File: config.mk
export PLATFORM = sky130hd
export DESIGN_NAME = axis_packet_downsizer
export DESIGN_NICKNAME = d
export VERILOG_FILES = /design/src/rtl/axis_packet_downsizer_pkg.sv /design/src/rtl/axis_skid_buffer.sv /design/src/rtl/axis_packet_downsizer.sv
export SDC_FILE = /design/constraint.sdc
export NUM_CORES = 1
export LEC_CHECK = 0
export BUFFER_PORTS_ARGS = -buffer_cell sky130_fd_sc_hd__buf_2
export CAP_MARGIN = 20
export CORE_MARGIN = 5
export CORE_UTILIZATION = 45
export CTS_CLUSTER_SIZE = 16
export DETAILED_ROUTE_END_ITERATION = 16
export HOLD_SLACK_MARGIN = 0.06
export PLACE_DENSITY = 0.77
export SYNTH_ARGS = -nofsm -noshare
export SYNTH_HDL_FRONTEND = slang
export SYNTH_SLANG_ARGS = --single-unit
export TNS_END_PERCENT = 5
File: constraint.sdc
create_clock -name aclk -period 14.5 [get_ports aclk]
set_input_delay 2.9 -clock aclk [delete_from_list [all_inputs] [get_ports aclk]]
set_output_delay 2.9 -clock aclk [all_outputs]
set_load 0.02 [all_outputs]
File: src/rtl/axis_packet_downsizer_pkg.sv
// Shared definitions for the AXI4-Stream packet downsizer.
// Holds the FSM state encoding and the helper that turns the run-time word-count
// configuration into an effective word count.
package axis_packet_downsizer_pkg;

   localparam logic [0:0] ST_IDLE = 1'b0;  // no words left to emit
   localparam logic [0:0] ST_EMIT = 1'b1;  // words of an accepted beat still pending

   // Effective words per beat: 0 or anything above the ratio means "all words".
   function automatic int unsigned word_count(input logic [15:0] cfg, input int unsigned ratio);
      if (cfg == 16'd0 || 32'(cfg) > ratio) return ratio;
      return 32'(cfg);
   endfunction

endpackage

File: src/rtl/axis_skid_buffer.sv
// Two-entry registered ready/valid buffer.
// Both in_ready and out_valid come straight from flops, so neither side sees a
// combinational path through this block, and it still moves one word per cycle.
// Ports: clk/rst (async active-high), in_* upstream side, out_* downstream side.
module axis_skid_buffer #(
   parameter int DATA_WIDTH = 33
) (
   input  logic                  clk,
   input  logic                  rst,
   input  logic [DATA_WIDTH-1:0] in_data,
   input  logic                  in_valid,
   output logic                  in_ready,
   output logic [DATA_WIDTH-1:0] out_data,
   output logic                  out_valid,
   input  logic                  out_ready
);
   logic [DATA_WIDTH-1:0] out_data_q, out_data_d, skid_data_q, skid_data_d;
   logic                  out_valid_q, out_valid_d, skid_valid_q, skid_valid_d;
   logic                  in_fire;

   // Ready as long as the overflow slot is free.
   assign in_ready  = ~skid_valid_q;
   assign in_fire   = in_valid & in_ready;
   assign out_data  = out_data_q;
   assign out_valid = out_valid_q;

   always_comb begin
      out_data_d   = out_data_q;
      out_valid_d  = out_valid_q;
      skid_data_d  = skid_data_q;
      skid_valid_d = skid_valid_q;
      if (~out_valid_q | out_ready) begin
         // Output register frees up: refill from the skid slot first to keep order.
         if (skid_valid_q) begin
            out_data_d   = skid_data_q;
            out_valid_d  = 1'b1;
            skid_valid_d = 1'b0;
         end else if (in_fire) begin
            out_data_d  = in_data;
            out_valid_d = 1'b1;
         end else begin
            out_valid_d = 1'b0;
         end
      end else if (in_fire) begin
         // Output stalled: park the incoming word.
         skid_data_d  = in_data;
         skid_valid_d = 1'b1;
      end
   end

   always_ff @(posedge clk or posedge rst) begin
      if (rst) begin
         out_data_q   <= '0;
         out_valid_q  <= 1'b0;
         skid_data_q  <= '0;
         skid_valid_q <= 1'b0;
      end else begin
         out_data_q   <= out_data_d;
         out_valid_q  <= out_valid_d;
         skid_data_q  <= skid_data_d;
         skid_valid_q <= skid_valid_d;
      end
   end
endmodule

File: src/rtl/axis_packet_downsizer.sv
// Splits each wide AXI4-Stream beat into 1..RATIO narrow words, LSB word first.
// The word count is taken from cfg_data at input acceptance; TLAST rides on the
// last emitted word of a beat. Output is registered through a skid buffer.
// Ports: aclk/areset (async active-high), cfg_data (words per beat),
//        s_axis_* wide input, m_axis_* narrow output, sts_data transfer counter.
module axis_packet_downsizer
   import axis_packet_downsizer_pkg::*;
#(
   parameter int S_AXIS_TDATA_WIDTH = 128,
   parameter int M_AXIS_TDATA_WIDTH = 32,
   parameter int STS_WIDTH          = 32
) (
   input  logic                          aclk,
   input  logic                          areset,
   input  logic [15:0]                   cfg_data,
   input  logic [S_AXIS_TDATA_WIDTH-1:0] s_axis_tdata,
   input  logic                          s_axis_tvalid,
   input  logic                          s_axis_tlast,
   output logic                          s_axis_tready,
   output logic [M_AXIS_TDATA_WIDTH-1:0] m_axis_tdata,
   output logic                          m_axis_tvalid,
   output logic                          m_axis_tlast,
   input  logic                          m_axis_tready,
   output logic [STS_WIDTH-1:0]          sts_data
);
   localparam int          S     = S_AXIS_TDATA_WIDTH;
   localparam int          M     = M_AXIS_TDATA_WIDTH;
   localparam int unsigned RATIO = S / M;
   localparam int          CW    = $clog2(RATIO + 1);
   localparam int          IW    = $clog2(RATIO);

   logic [RATIO-2:0][M-1:0] hold_q, hold_d;   // words 1..RATIO-1 of the current beat
   logic [M-1:0]            w0_q, w0_d;       // word 0 of a beat accepted while emitting
   logic                    pend_q, pend_d;   // w0_q still has to be pushed
   logic                    last_q, last_d;
   logic [CW-1:0]           rem_q, rem_d;
   logic [IW-1:0]           idx_q, idx_d, idx_m1;
   logic [0:0]              state_q, state_d;
   logic [STS_WIDTH-1:0]    sts_q, sts_d;
   logic [CW-1:0]           n_words;
   logic                    buf_in_ready, s_ready, accept, last_push;
   logic                    push_valid, push_last;
   logic [M-1:0]            push_data;
   logic [M:0]              m_word;

   assign n_words       = CW'(word_count(cfg_data, RATIO));
   assign idx_m1        = idx_q - IW'(1);
   // A pending word 0 is the last push only for one-word beats.
   assign last_push     = pend_q ? (rem_q == '0) : (rem_q == CW'(1));
   assign s_ready       = (state_q == ST_IDLE) ? buf_in_ready : (buf_in_ready & last_push);
   assign s_axis_tready = s_ready & ~areset;
   assign accept        = s_axis_tvalid & s_axis_tready;
   assign sts_data      = sts_q;

   always_comb begin
      hold_d     = hold_q;
      w0_d       = w0_q;
      pend_d     = pend_q;
      last_d     = last_q;
      rem_d      = rem_q;
      idx_d      = idx_q;
      push_valid = 1'b0;
      push_data  = s_axis_tdata[M-1:0];
      push_last  = 1'b0;
      if (state_q == ST_IDLE) begin
         // Word 0 goes straight to the buffer in the accept cycle.
         push_valid = accept;
         push_last  = s_axis_tlast & (n_words == CW'(1));
      end else begin
         push_valid = 1'b1;
         if (pend_q) begin
            push_data = w0_q;
            push_last = last_q & (rem_q == '0);
         end else begin
            push_data = hold_q[idx_m1];
            push_last = last_q & (rem_q == CW'(1));
         end
         if (buf_in_ready) begin
            if (pend_q) begin
               pend_d = 1'b0;
            end else begin
               rem_d = rem_q - CW'(1);
               idx_d = (rem_q == CW'(1)) ? '0 : idx_q + IW'(1);
            end
         end
      end
      // A new load overrides the decrement of the finishing beat. Accepted while
      // emitting, word 0 cannot share the buffer slot, so it waits in w0_q.
      if (accept) begin
         hold_d = s_axis_tdata[S-1:M];
         w0_d   = s_axis_tdata[M-1:0];
         pend_d = (state_q == ST_EMIT);
         last_d = s_axis_tlast;
         rem_d  = n_words - CW'(1);
         idx_d  = IW'(1);
      end
      state_d = (rem_d != '0 || pend_d) ? ST_EMIT : ST_IDLE;
      sts_d   = sts_q + STS_WIDTH'(m_axis_tvalid & m_axis_tready);
   end

   always_ff @(posedge aclk or posedge areset) begin
      if (areset) begin
         hold_q  <= '0;
         w0_q    <= '0;
         pend_q  <= 1'b0;
         last_q  <= 1'b0;
         rem_q   <= '0;
         idx_q   <= '0;
         state_q <= ST_IDLE;
         sts_q   <= '0;
      end else begin
         hold_q  <= hold_d;
         w0_q    <= w0_d;
         pend_q  <= pend_d;
         last_q  <= last_d;
         rem_q   <= rem_d;
         idx_q   <= idx_d;
         state_q <= state_d;
         sts_q   <= sts_d;
      end
   end

   axis_skid_buffer #(.DATA_WIDTH(M + 1)) u_buf (
      .clk       (aclk),
      .rst       (areset),
      .in_data   ({push_last, push_data}),
      .in_valid  (push_valid),
      .in_ready  (buf_in_ready),
      .out_data  (m_word),
      .out_valid (m_axis_tvalid),
      .out_ready (m_axis_tready)
   );

   assign m_axis_tdata = m_word[M-1:0];
   assign m_axis_tlast = m_word[M];
endmodule

# ---- Yosys cells after proc, flatten, opt, wreduce, memory -nomap -nowiden
# Cells that the tools add are included.
dict set report word_totals {
  latchBits 0
  elab_cells 80
  mem_count 0
  rom_bits 0
  output_inout_bits 67
  input_bits 149
  ramBits 0
  regBits 236
}
dict set report op_classes {
  n_mux 31
  n_reduce_logical 11
  n_lt_le_gt_ge 2
  n_addsub 5
  shifts 0
  div 0
  n_eq_ne 4
  mul 0
  bitwise_logic 13
}
# operator count
set op_table {}
lappend op_table {{$mux 32} 3}
lappend op_table {{$mux 33} 2}
lappend op_table {{$bmux 32 s2} 1}
lappend op_table {{$add 32x1->32} 1}
lappend op_table {{$mux 3} 6}
lappend op_table {{$gt 16x3->1 const B} 1}
lappend op_table {{$logic_not 16->1} 1}
lappend op_table {{$mux 1} 14}
lappend op_table {{$mux 2} 5}
lappend op_table {{$and 1x1->1} 8}
lappend op_table {{$eq 3x1->1 const B} 2}
lappend op_table {{$reduce_bool 2->1} 3}
lappend op_table {{$sub 3x1->3 const B} 2}
lappend op_table {{$not 1->1} 4}
lappend op_table {{$reduce_and 2->1} 2}
lappend op_table {{$logic_not 3->1} 1}
lappend op_table {{$lt 2x3->1 const B} 1}
lappend op_table {{$reduce_and 3->1} 1}
lappend op_table {{$reduce_bool 3->1} 1}
lappend op_table {{$add 2x1->2 const B} 1}
lappend op_table {{$logic_or 1x1->1} 2}
lappend op_table {{$ne 2x1->1 const B} 1}
lappend op_table {{$ne 2x2->1 const B} 1}
lappend op_table {{$sub 2x1->2 const B} 1}
lappend op_table {{$or 1x1->1} 1}

# ---- Depth between registers and ports, before layout
# Gate-level depths: netlist (run 1).
dict set report depth {
  ltp_word 10
  depth_mapped 8
}

# ---- By module
# From an unflattened synthesis (run 1), not the netlist that was laid out.
dict set report unflattened {
  hier_cells 835
  area_unflattened_um2 11710.0
}
# module instances area_each_um2 seq_area_each_um2 cells_per_inst
set modules_own_cells {}
lappend modules_own_cells {axis_packet_downsizer 1 8722.1 4204.0 649}
lappend modules_own_cells {axis_skid_buffer 1 2987.9 1701.6 186}

# ---- Worst setup path after synthesis (run 1)
# No wires, ideal clock.
dict set report synth_timing {
  path_type {input-to-output}
  startpoint {input areset}
  endpoint {output s_axis_tready}
  n_path_buf 0
  t_arrival_ns 3.370
  cell_stages 2
  required_time_ns 11.600
  setup_slack_ns 8.230
  cell_sequence {nor2_1 and2_1}
}
dict set report synth_between {
  elab_chain_len 2
}
# element line
set synth_lines {}
lappend synth_lines {{start, declared} axis_packet_downsizer.sv:14} ;# input logic areset,
lappend synth_lines {{$not 1->1} axis_packet_downsizer.sv:51} ;# assign s_axis_tready = s_ready & ~areset;
lappend synth_lines {{$and 1x1->1} axis_packet_downsizer.sv:51}
lappend synth_lines {{end, declared} axis_packet_downsizer.sv:19} ;# output logic s_axis_tready,
# No other way between the ends.

# ---- Worst setup path in the final report (run 1)
# Ends and elaborated chain as after synthesis.

==> results.md, run 1 <==
- Clock Latency Late Sink: 0.53 ns
- HP Class: flop to flop
- Share of layout cells above drive strength 1: 0.360
- Overall Global Routing Usage: 0.185
- Post-synth top area cell: dfrtp_1
- Peak supply drop: 134 uV
- Slew Viols, Final: 0
- CTS tree: yes
- Num Clock Sinks: 236
- Top cell type's share of synthesized area: 0.541
- Die Span X: 166 um
- Net Switching: 0.000903 W
- Synth async-reset ratio: 1.00
- Detailed Route WL: 26200 um
- CTS HTree Levels: 1
- Worst slew pin tran: 0.951 ns
- Required time of the critical path: 11.60 ns
- Number of global-route vias before repair: 7891
- Wirelength per Cell: 18.0 um
- Cell count after synthesis: 914
- Antenna Nets Post-Route: 0
- RSZ-0062 raised after global routing: no
- GR Overflow Total: 0
- Cell Pwr Density: 204 nW/um^2
- Global Route met3 Usage: 0.0386
- Tmin final: 6.59 ns
- Share of total power in sequential cells: 0.413
- Placed cells: 1400
- Final net count: 1262
- Internal power: 0.00178 W
- Tcrit/Tclk final: 0.454
- Vias/cell: 5.41
- Port Buffers: 215
- Post-Syn Area: 10900 um^2
- Initial antenna violation count: 8
- Clock Skews: 0.0249 ns
- Relative slew slack: 0.366
- Largest net degree at the start of global routing: 97
- Routability-driven placement congestion ratio: 0.796
- Comb pwr share: 0.338
- Status: finished, final reports clean
- Crit path max fanout: 5
- Cell row count: 57
- GR Util met2: 0.280
- Drt first pass iters: 5
- Max clock buf depth: 3
- Worst setup EP type: primary output
- Vert. Die Dim: 166 um
- Total Power: 0.00268 W
- Met1 Use GR: 0.270
- # setup viols final: 0
- Worst-path clk slew: 0.05 ns
- Syn. warnings: 0
- Top Ports: 216
- Fin Hold WS: 0.468 ns
- Cts repair resizes: 0
- Fmax: 152 MHz
- MaxCap Viol Count: 0
- Hold_buf cts: 0
- Area growth from synthesis to layout: 20.4%
- Filler cells: 2120
- Register area share after synthesis: 0.541
- Top post-synthesis cells by area: dfrtp_1, mux2_2, mux2_1, o21ai_0, a221o_1
- Final hold vios: 0
- Clk network pwr share: 0.249
- GR peak layer: met2
- DR vias: 7869
- Netlist cell types: 50
- P_leak: 6.18 nW
- DPL Wire Length: 17700 um
- Initial core utilization: 0.453
- Die footprint: 27500 um^2
- Setup TNS: 0 ns
- EDFF count, synth: 0
- Setup Buffers After CTS: 0
- Non-Filler Instances: 1455
- CTS buffer count: 27
- Synthesis-stage register bit count: 236
- Initial DRC Count: 569
- First-pass GRT wire length: 42300 um
- Final core occ: 0.545
- Most used flip-flop cell after synthesis: dfrtp_1
- Average size of a mapped cell: 11.9 um^2
- Worst Setup Start Kind: input port
- Core area: 24100 um^2
- CP Class: input port to primary output
- Data arrival, critical path: 3.69 ns
- DR DRC count: 0
- Syn Nets: 1070
- Root buf cell: clkbuf_16
- Switching Fraction: 0.337
==> placed cells by master (no fill, tap or decap), types with 32 or more instances in the layout <==
cell      instances
a221o_1          32
a21oi_1          34
nor2b_1          38
nand2_1          50
nand2b_1         33
mux2_2          112
a31oi_1          33
and3_1           38
o21ai_0          68
mux2_1           50
buf_2           215
dfrtp_1         233
==> cells in the mapped netlist (2+ instances only) <==
library cell / count
dfrtp_1: 236
mux2_2: 112
o21ai_0: 69
mux2_1: 50
nand2_1: 50
clkbuf_1: 39
nor2b_1: 39
and3_1: 38
a21oi_1: 34
a31oi_1: 33
nand2b_1: 33
a221o_1: 32
xnor2_1: 21
nand3_1: 14
buf_2: 13
nor2_1: 11
xor2_1: 11
ha_1: 7
and4_1: 6
buf_6: 6
inv_1: 6
nand4_1: 6
buf_1: 5
and2_1: 3
mux2i_1: 3
nor3_1: 3
nor3_2: 3
nor4_1: 3
nor4_2: 3
or2_2: 3
a32oi_1: 2
nand4b_1: 2
==> per-layer routing <==
layer / wire length, um / share of wire / vias to the layer above
met5: 18 / 0.00069 / -
met4: 614 / 0.023 / 4
met3: 1680 / 0.064 / 43
met2: 11900 / 0.46 / 245
met1: 11900 / 0.46 / 3891
li1: - / - / 3686
==> final cells by class <==
cell class,instances,area [um^2],area share
sequential,236,5910,0.450
multi-input combinational,608,4710,0.359
timing repair buffer,227,1190,0.0903
clock buffer,36,759,0.0578
tap,324,405,0.0309
clock inverter,11,119,0.00905
inverter,6,30.0,0.00229
antenna,7,17.5,0.00133
==> flip-flops by register name, summed over array words and instances, names as in the netlist <==
signal	flops
last_q	1
sts_data	32
idx_q	2
w0_q	32
state_q	1
u_buf.out_data	33
u_buf.skid_data_q	33
u_buf.out_valid	1
u_buf.skid_valid_q	1
rem_q	3
pend_q	1
hold_q	96
==> final timing paths <==
path	cells after the start	slack [ns]	start	end
worst max-delay path	4	7.91	areset	s_axis_tready
worst min-delay path	1	0.47	sts_data[31]	sts_data[31]
worst max register to register	6	10.86	pend_q	hold_q[45]
worst min register to register	1	0.47	sts_data[31]	sts_data[31]
max in group asynchronous	5	10.02	areset	w0_q[23]
min in group asynchronous	2	2.47	areset	hold_q[64]
==> metrics by stage <==
stage	cell area, um^2	setup WS, ns
detailed placement	12200	7.91
floorplan	10900	5.13
global route	13100	7.82
finish	13100	7.91
CTS	13100	7.90
global placement	12200	7.92
==> cell families (layout without fill, tap and decap cells) <==
kind of cell / count (synthesis) / count (layout) / synth area share
buffers and inverters: 70 / 280 / 0.0300
muxes: 165 / 165 / 0.170
DFF: 236 / 236 / 0.541
adders and majority gates: 7 / 7 / 0.00802
AOI/OAI and AO/OA: 179 / 179 / 0.104
and+or+nand+nor: 225 / 225 / 0.121
other: 0 / 7 / 0
xor gates and xnor gates: 32 / 32 / 0.0257
==> worst max-delay path: stages <==
cell,delay [ns]
buf_2,0.14
nor2_1,0.30
and2_1,0.18
buf_2,0.16
==> power by group through the flow <==
| stage | clock network [W] | logic, W | registers, W |
|---|---|---|---|
| after floorplan | 0 | 0.000604 | 0.00113 |
| after global placement | 0 | 0.000887 | 0.00110 |
| after detailed placement | 0 | 0.000905 | 0.00112 |
| after CTS | 0.000684 | 0.000910 | 0.00111 |
| after global routing | 0.000713 | 0.000998 | 0.00114 |
| final | 0.000669 | 0.000907 | 0.00111 |
No activity file was read; power rests on OpenSTA's default activity.
==> inputs of run 2 (changes only) <==
Settings changed: PLACE_DENSITY 0.77 to 0.8.
Clock period 14.5 ns to 6.03 ns, I/O delays scaled along.
==> results.md, run 2 (synthesized netlist as in run 1, its figures left out) <==
- Antenna Nets Post-Route: 0
- Wirelength per Cell: 18.2 um
- Top Ports: 216
- Status: finished, final reports clean
- Max clock buf depth: 3
- # setup viols final: 0
- Crit path max-delay family: buffers and inverters
- CP most frequent cell: buf_4
- Detailed Route WL: 26500 um
- CP cell instances: inv_1 -> ha_1 -> mux2i_1 -> o21ai_2 -> nand3_4 -> buf_4 -> buf_4 -> mux2_2
- Crit-path slowest cell: buf_4
- HP Class: flop to flop
- CTS buffer count: 26
- Initial antenna violation count: 10
- Fmax: 303 MHz
- Routability-driven placement congestion ratio: 0.831
- Clock Latency Late Sink: 0.51 ns
- Port Buffers: 215
- Hold-critical path depth: 2
- DR vias: 7784
- Clk network pwr share: 0.242
- Core area: 24100 um^2
- CTS tree: yes
- Fin Hold WS: 0.467 ns
- Data arrival, critical path: 3.69 ns
- Crit path max fanout: 76
- Relative slew slack: 0.364
- Initial core utilization: 0.453
- CP Buf/Inv Count: 3
- RSZ-0062 raised after global routing: no
- P_leak: 6.17 nW
- Worst setup EP type: flop
- Comb pwr share: 0.350
- Initial DRC Count: 512
- Tmin final: 3.30 ns
- Hold_buf cts: 0
- GR Overflow Total: 0
- Cell row count: 57
- Filler cells: 2126
- Number of global-route vias before repair: 7921
- Die footprint: 27500 um^2
- Worst Setup Start Kind: flop
- Crit path depth: 8
- Slew Viols, Final: 0
- Overall Global Routing Usage: 0.187
- Largest net degree at the start of global routing: 144
- Worst-path clk slew: 0.06 ns
- Final net count: 1262
- Share of layout cells above drive strength 1: 0.358
- Setup Buffers After CTS: 0
- Final hold vios: 0
- CP Class: flop to flop
- Cell Pwr Density: 489 nW/um^2
- DPL Wire Length: 18200 um
- Num Clock Sinks: 236
- Setup TNS: 0 ns
- Max FFs per register: 96
- Area growth from synthesis to layout: 20.1%
- Reg2Reg Depth: 8
- Clock Skews: 0.00664 ns
- Net Switching: 0.00215 W
- Most frequent cells in the layout: dfrtp_1, buf_2, mux2_2
- Biggest register: hold_q
- Drt first pass iters: 5
- CTS HTree Levels: 1
- Switching Fraction: 0.335
- First-pass GRT wire length: 42600 um
- CP max stage delay: 0.88 ns
- Required time of the critical path: 6.42 ns
- Peak supply drop: 268 uV
- Cts repair resizes: 0
- Root buf cell: clkbuf_16
- MaxCap Viol Count: 0
- Share of total power in sequential cells: 0.408
- Vert. Die Dim: 166 um
- Final core occ: 0.544
- Most common cell after layout, fill and taps aside: dfrtp_1
- Internal power: 0.00426 W
- Vias/cell: 5.35
- Tcrit/Tclk final: 0.548
- Die Span X: 166 um
- Worst slew pin tran: 0.954 ns
- DR DRC count: 0
## run 2: cell count changes in the layout (fill, tap and decap cells not counted)
cell / previous run / this run
buf_4: 11 / 12
clkbuf_1: 4 / 7
buf_12: 0 / 1
clkinv_4: 2 / 0
buf_16: 1 / 0
inv_8: 1 / 0
clkbuf_8: 5 / 7
bufinv_16: 2 / 1
inv_6: 1 / 0
diode_2: 7 / 6
## run 2: routing by layer
layer | GRT usage | part of all wire
met5 | 0 | 0.0013
met4 | 0.0491 | 0.021
met3 | 0.0352 | 0.055
met2 | 0.282 | 0.46
met1 | 0.278 | 0.46
## run 2: worst min-delay path, stage by stage, from the launching register on
cell     delay [ns]
dfrtp_1        0.33
nand2_1        0.04
o21ai_0        0.06
## run 2: final cells by class
cell class                      instances  area [um^2]  share of cell area
Antenna cell                            6         15.0             0.00115
Multi-Input combinational cell        608         4710               0.359
Timing Repair Buffer                  228         1190              0.0905
Inverter                                6         26.3             0.00200
Clock buffer                           41          798              0.0609
Clock inverter                          6         55.1             0.00420
Sequential cell                       236         5910               0.451
Tap cell                              324          405              0.0309
## run 2: worst paths after layout
check                                 startpoint                    end  slack, ns
max                                     rem_q[0]             hold_q[48]       2.73
min                        u_buf.skid_data_q[23]  u_buf.skid_data_q[23]       0.47
max reg2reg                             rem_q[0]             hold_q[48]       2.73
min reg2reg                u_buf.skid_data_q[23]  u_buf.skid_data_q[23]       0.47
max in group asynchronous                 areset                 pend_q       3.91
min in group asynchronous                 areset                 last_q       0.83
## run 2: through the flow
stage          instances  worst slack, ns  area (um^2)  total power [W]
6_report            1455             2.73        13100          0.00641
5_1_grt             1455             2.58        13100          0.00682
4_1_cts             1449             2.78        13100          0.00646
3_5_place_dp        1402             2.41        12200          0.00488
3_3_place_gp        1402             2.44        12200          0.00478
2_1_floorplan        914             1.73        10900          0.00416
## run 2: power by group through the flow
stage          Clock, W  Combinational [W]  Sequential (W)
6_report        0.00155            0.00224         0.00262
5_1_grt         0.00166            0.00246         0.00270
4_1_cts         0.00159            0.00225         0.00262
3_5_place_dp          0            0.00224         0.00264
3_3_place_gp          0            0.00218         0.00260
2_1_floorplan         0            0.00145         0.00271
